$ cat config.mk
export PLATFORM = sky130hd
export DESIGN_NAME = drive_controller
export DESIGN_NICKNAME = d
export VERILOG_FILES = /design/src/rtl/drive_pkg.sv /design/src/rtl/tick_prescaler.sv /design/src/rtl/drive_controller.sv
export SDC_FILE = /design/constraint.sdc
export NUM_CORES = 1
export LEC_CHECK = 0
export BUFFER_PORTS_ARGS = -buffer_cell sky130_fd_sc_hd__buf_2
export CORE_MARGIN = 1
export CORE_UTILIZATION = 39
export DETAILED_ROUTE_END_ITERATION = 7
export SYNTH_ARGS = -nofsm -noshare
export SYNTH_HDL_FRONTEND = slang
export SYNTH_SLANG_ARGS = --single-unit
$ cat constraint.sdc
create_clock -name clk -period 6.6 [get_ports clk]
set_input_delay 0 -clock clk [delete_from_list [all_inputs] [get_ports clk]]
set_output_delay 0 -clock clk [all_outputs]
set_load 0.03 [all_outputs]
$ cat src/rtl/drive_pkg.sv
// Shared types, widths and saturating velocity helpers for the drive controller.
package drive_pkg;

  localparam int VEL_W  = 7;
  localparam int ODO_W  = 14;
  localparam int TRIP_W = 10;

  typedef enum logic [1:0] {
    S_STOP   = 2'd0,
    S_ACCEL  = 2'd1,
    S_CRUISE = 2'd2,
    S_BRAKE  = 2'd3
  } state_t;

  localparam logic [1:0] STATE_STOP   = 2'd0;
  localparam logic [1:0] STATE_ACCEL  = 2'd1;
  localparam logic [1:0] STATE_CRUISE = 2'd2;
  localparam logic [1:0] STATE_BRAKE  = 2'd3;

  // 8-bit intermediates keep the sum from wrapping before the ceiling compare.
  function automatic logic [VEL_W-1:0] sat_add(input logic [VEL_W-1:0] v,
                                               input logic [7:0] step,
                                               input logic [7:0] vmax);
    logic [7:0] sum;
    sum = {1'b0, v} + step;
    return (sum > vmax) ? vmax[VEL_W-1:0] : sum[VEL_W-1:0];
  endfunction

  function automatic logic [VEL_W-1:0] sat_sub(input logic [VEL_W-1:0] v,
                                               input logic [7:0] step);
    logic [7:0] diff;
    diff = {1'b0, v} - step;
    return ({1'b0, v} > step) ? diff[VEL_W-1:0] : '0;
  endfunction

endpackage

$ cat src/rtl/tick_prescaler.sv
// Free-running divider; tick is high during the last clock of each TICK_DIV period.
module tick_prescaler #(
  parameter int TICK_DIV = 2_500_000
) (
  input  logic clk,
  input  logic rst_n,
  output logic tick
);

  localparam int CW = (TICK_DIV > 2) ? $clog2(TICK_DIV) : 1;
  localparam logic [CW-1:0] LAST = CW'(TICK_DIV - 1);

  logic [CW-1:0] presc;

  always_ff @(posedge clk) begin
    if (!rst_n) begin
      presc <= '0;
    end else if (presc == LAST) begin
      presc <= '0;
    end else begin
      presc <= presc + CW'(1);
    end
  end

  assign tick = (presc == LAST);

endmodule

$ cat src/rtl/drive_controller.sv
// Pedal-driven speed FSM, distance-accumulator gating and odometer/trip counters.
// Optional overspeed flag is built when OVERSPEED_WARN_EN is defined.
module drive_controller
  import drive_pkg::*;
#(
  parameter int TICK_DIV   = 2_500_000,
  parameter int V_MAX      = 120,
  parameter int ACCEL_STEP = 2,
  parameter int BRAKE_STEP = 5,
  parameter int ODO_MAX    = 9999,
  parameter int TRIP_MAX   = 999
`ifdef OVERSPEED_WARN_EN
  ,
  parameter int V_LIMIT    = 100
`endif
) (
  input  logic              clk,
  input  logic              rst_n,
  input  logic              accel,
  input  logic              brake,
  input  logic              trip_clr,
  input  logic              dist_carry,
  output logic [VEL_W-1:0]  velocity,
  output logic [VEL_W-1:0]  dist_velocity,
  output logic [1:0]        state,
  output logic [ODO_W-1:0]  odo_km,
  output logic [TRIP_W-1:0] trip_km
`ifdef OVERSPEED_WARN_EN
  ,
  output logic              overspeed
`endif
);

  logic             tick;
  state_t           state_r;
  logic [VEL_W-1:0] vel_up;
  logic [VEL_W-1:0] vel_down;

  tick_prescaler #(.TICK_DIV(TICK_DIV)) u_prescaler (
    .clk   (clk),
    .rst_n (rst_n),
    .tick  (tick)
  );

  assign vel_up   = sat_add(velocity, 8'(ACCEL_STEP), 8'(V_MAX));
  assign vel_down = sat_sub(velocity, 8'(BRAKE_STEP));
  assign state    = state_r;

  // Velocity only moves on a tick when the FSM stays put; a transition holds it.
  always_ff @(posedge clk) begin
    if (!rst_n) begin
      state_r       <= S_STOP;
      velocity      <= '0;
      dist_velocity <= '0;
    end else begin
      dist_velocity <= tick ? velocity : '0;
      case (state_r)
        S_STOP: begin
          velocity <= '0;
          if (accel && !brake) state_r <= S_ACCEL;
        end
        S_ACCEL: begin
          if (brake)       state_r  <= S_BRAKE;
          else if (!accel) state_r  <= S_CRUISE;
          else if (tick)   velocity <= vel_up;
        end
        S_CRUISE: begin
          if (brake)      state_r <= S_BRAKE;
          else if (accel) state_r <= S_ACCEL;
        end
        S_BRAKE: begin
          if (velocity == '0) state_r  <= S_STOP;
          else if (!brake)    state_r  <= accel ? S_ACCEL : S_CRUISE;
          else if (tick)      velocity <= vel_down;
        end
        default: state_r <= S_STOP;
      endcase
    end
  end

  always_ff @(posedge clk) begin
    if (!rst_n) begin
      odo_km  <= '0;
      trip_km <= '0;
    end else begin
      if (dist_carry) begin
        odo_km <= (odo_km == ODO_W'(ODO_MAX)) ? '0 : odo_km + ODO_W'(1);
      end
      if (trip_clr) begin
        trip_km <= '0;
      end else if (dist_carry) begin
        trip_km <= (trip_km == TRIP_W'(TRIP_MAX)) ? '0 : trip_km + TRIP_W'(1);
      end
    end
  end

`ifdef OVERSPEED_WARN_EN
  // Tracks the velocity register itself, so it follows each velocity write.
  always_ff @(posedge clk) begin
    if (!rst_n) begin
      overspeed <= 1'b0;
    end else begin
      case (state_r)
        S_STOP:  overspeed <= 1'b0;
        S_ACCEL: if (!brake && accel && tick) overspeed <= ({1'b0, vel_up} > 8'(V_LIMIT));
        S_BRAKE: if (velocity != '0 && brake && tick) overspeed <= ({1'b0, vel_down} > 8'(V_LIMIT));
        default: overspeed <= overspeed;
      endcase
    end
  end
`endif

endmodule

==> out/metrics.cfg <==
[run_status]
outcome = finished clean

[drt]
drt_iter0_drc = 127
routed_wirelength_um = 6530
avgViaCountPerCell = 5.16
wl_per_cell_um = 12.9
drt-pass1-iter-count = 6
vias = 2613
ant_nets = 0
drc = 0

[synth]
synthCells = 352
syn_nets = 367
synth_ff_type = dfxtp_1
syn_area_per_cell_um2 = 8.73
synth_cell_types = 51
synth-seq-cells = 62
async_flop_share_pct = 0
synth-edff-count = 0
ys_seq_area_share_pct = 40.4
syn_area_um2 = 3070
ys_warn_count = 0

[timing]
period_needed_ns = 2.29
tightestPinTransition_ns = 0.579
worst_clock_skew_ns = 0.00390
fin_crit_sh_pct = 34.7
worst_slack_ns = 4.31
setup_tns_ns = 0
timing.final.max_slew_violations = 0
setup_viol = 0
hold_viol_final = 0
fmax_mhz = 436
slew_headroom_pct = 61.1
rsz0062_at_grt = no

[clocking]
cts_made_buffers = 9
clk_transition_reported_paths_ns = 0.07
cts_tree = built
cts_htree_levels = 3
clkLatencyLatePin_ns = 0.33
clockBufferDepth = 2
clockRootBuffer = clkbuf_8
cts-resized-gates = 0
clock_sinks = 62

[worst_setup_path]
critical_path_class = reg -> reg
setup.worst_path.start_class = register
cp_data_arrival_time_ns = 2.53
endpoint_kind = register
cp.required_ns = 6.84
cp_max_fo = 8

[hold_path]
min_path_type = in -> reg

[place]
dp_hpwl_um = 4610
dp_slack_ns = 4.34
port_buffers = 45
globalplace.congestion = 0.822
dpl_cell_area_um2 = 3360

[pwr]
p_sw_uw = 174
power_density_nw_per_um2 = 225
total_power_uw = 816
ir_drop_mv = 0.0916
power_frac_seq_pct = 47.0
power_frac_clock_pct = 48.3
p_sw_share_pct = 21.4
combPwrFrac_pct = 4.8
p_leak_uw = 0.00137
p_int_uw = 642

[floorplanning]
die_w_um = 90.8
initial_core_util_pct = 40.0
die_area_um2 = 8240
io_pins = 46
coreArea_um2 = 7690
die_h_um = 90.8
rows = 32

[global_route]
grt_pass1_wl_um = 11100
met2_usage_pct = 26.4
track_usage_pct = 16.8
grt_use_met1_pct = 21.3
busiest_layer = met2
use_met3_pct = 5.89
overflow = 0
antenna_found_initial = 0
grt_pass1_vias = 2378
grt_max_degree = 22

[finish]
fillerInstances = 777
fin_nets = 414
final_cell_mix = dfxtp_1 (62), nor2_1 (55), buf_2 (45)
final_common_cell = dfxtp_1
drive_gt1_share_pct = 18.6
final_area_um2 = 3630
syn_to_final_growth_pct = 18.0
antenna-diode-count = 0

[run]
max_cap_violations = 0

per-layer routing:
layer | part of all wire (%) | vias to the layer above
met3 | 4.4 | 6
met2 | 46 | 44
li1 | - | 1336
met1 | 49 | 1227
met4 | 0.63 | 0
met5 | 0 | -
through the flow:
step / hold WS (ns) / utilization (%) / std cells
after floorplan: 0.162 / - / 352
after global placement: 0.307 / 43.7 / 487
after detailed placement: 0.324 / 43.7 / 487
after CTS: 0.0279 / 47.2 / 506
after global routing: 0.0410 / 47.2 / 506
final: 0.0466 / 47.2 / 506
cell families (layout without fill, tap and decap cells):
kind of cell | after synthesis | count (layout) | synth area share (%)
adders and majority gates | 9 | 9 | 3.66
xor gates and xnor gates | 40 | 40 | 11.4
AOI/OAI and AO/OA | 43 | 43 | 9.61
muxes | 3 | 3 | 0.977
DFF | 62 | 62 | 40.4
and+or+nand+nor | 169 | 169 | 29.8
buffers and inverters | 26 | 78 | 4.11
worst max-delay path, stage by stage (launching register included):
cell,delay (ns)
dfxtp_1,0.37
ha_1,0.21
and4_4,0.31
nand4_4,0.13
or4b_1,0.70
and2_4,0.22
o32ai_1,0.26
cell usage after synthesis, drive strengths merged, types with 6 or more instances:
cell type	count	area, um2
xnor2	20	175
inv	12	45.0
or3	6	37.5
a21oi	9	45.0
nand4	17	128
o21ai	14	70.1
xor2	20	175
clkbuf	8	40.0
dfxtp	62	1240
buf	6	41.3
nand3	15	75.1
nor4	8	56.3
nand2	24	90.1
and2	6	40.0
nor3	12	60.1
ha	9	113
nor2	55	206
path summary, 6_finish.rpt:
check,endpoint,start,depth (start not counted),slack (ns)
setup / recovery,velocity[3],u_prescaler.presc[0],6,4.31
hold / removal,velocity[4],rst_n,3,0.05
setup reg to reg,velocity[3],u_prescaler.presc[0],6,4.31
hold reg to reg,u_prescaler.presc[0],u_prescaler.presc[0],1,0.47
flip-flops by register name (all words and copies together) (netlist names):
name,flops
dist_velocity,7
odo_km,14
velocity,7
trip_km,10
u_prescaler.presc,22
state,2
power groups by stage:
stage                     Combinational (uW)  Sequential [uW]  Clock (uW)
after global placement                  37.4              392           0
after floorplan                         25.2              395           0
after detailed placement                37.4              392           0
after CTS                               38.9              383         407
final                                   38.9              384         394
after global routing                    42.8              384         422
area by class of cell:
| class | count | area (um2) | share of cell area, % |
|---|---|---|---|
| multi-input cells | 264 | 1710 | 47.0 |
| flip-flops and latches | 62 | 1240 | 34.2 |
| repair buffers | 50 | 270 | 7.45 |
| well taps | 102 | 128 | 3.52 |
| clock buffers | 9 | 124 | 3.42 |
| clock inverters | 7 | 113 | 3.11 |
| inverters | 12 | 45.0 | 1.24 |
what timing repair did:
| item | in CTS | in global routing |
|---|---|---|
| buffers inserted | 0 | 0 |
| endpoints found under the hold margin | 2 | 0 |
| hold buffers | 3 | 0 |
Power figures use the tool's default switching activity.
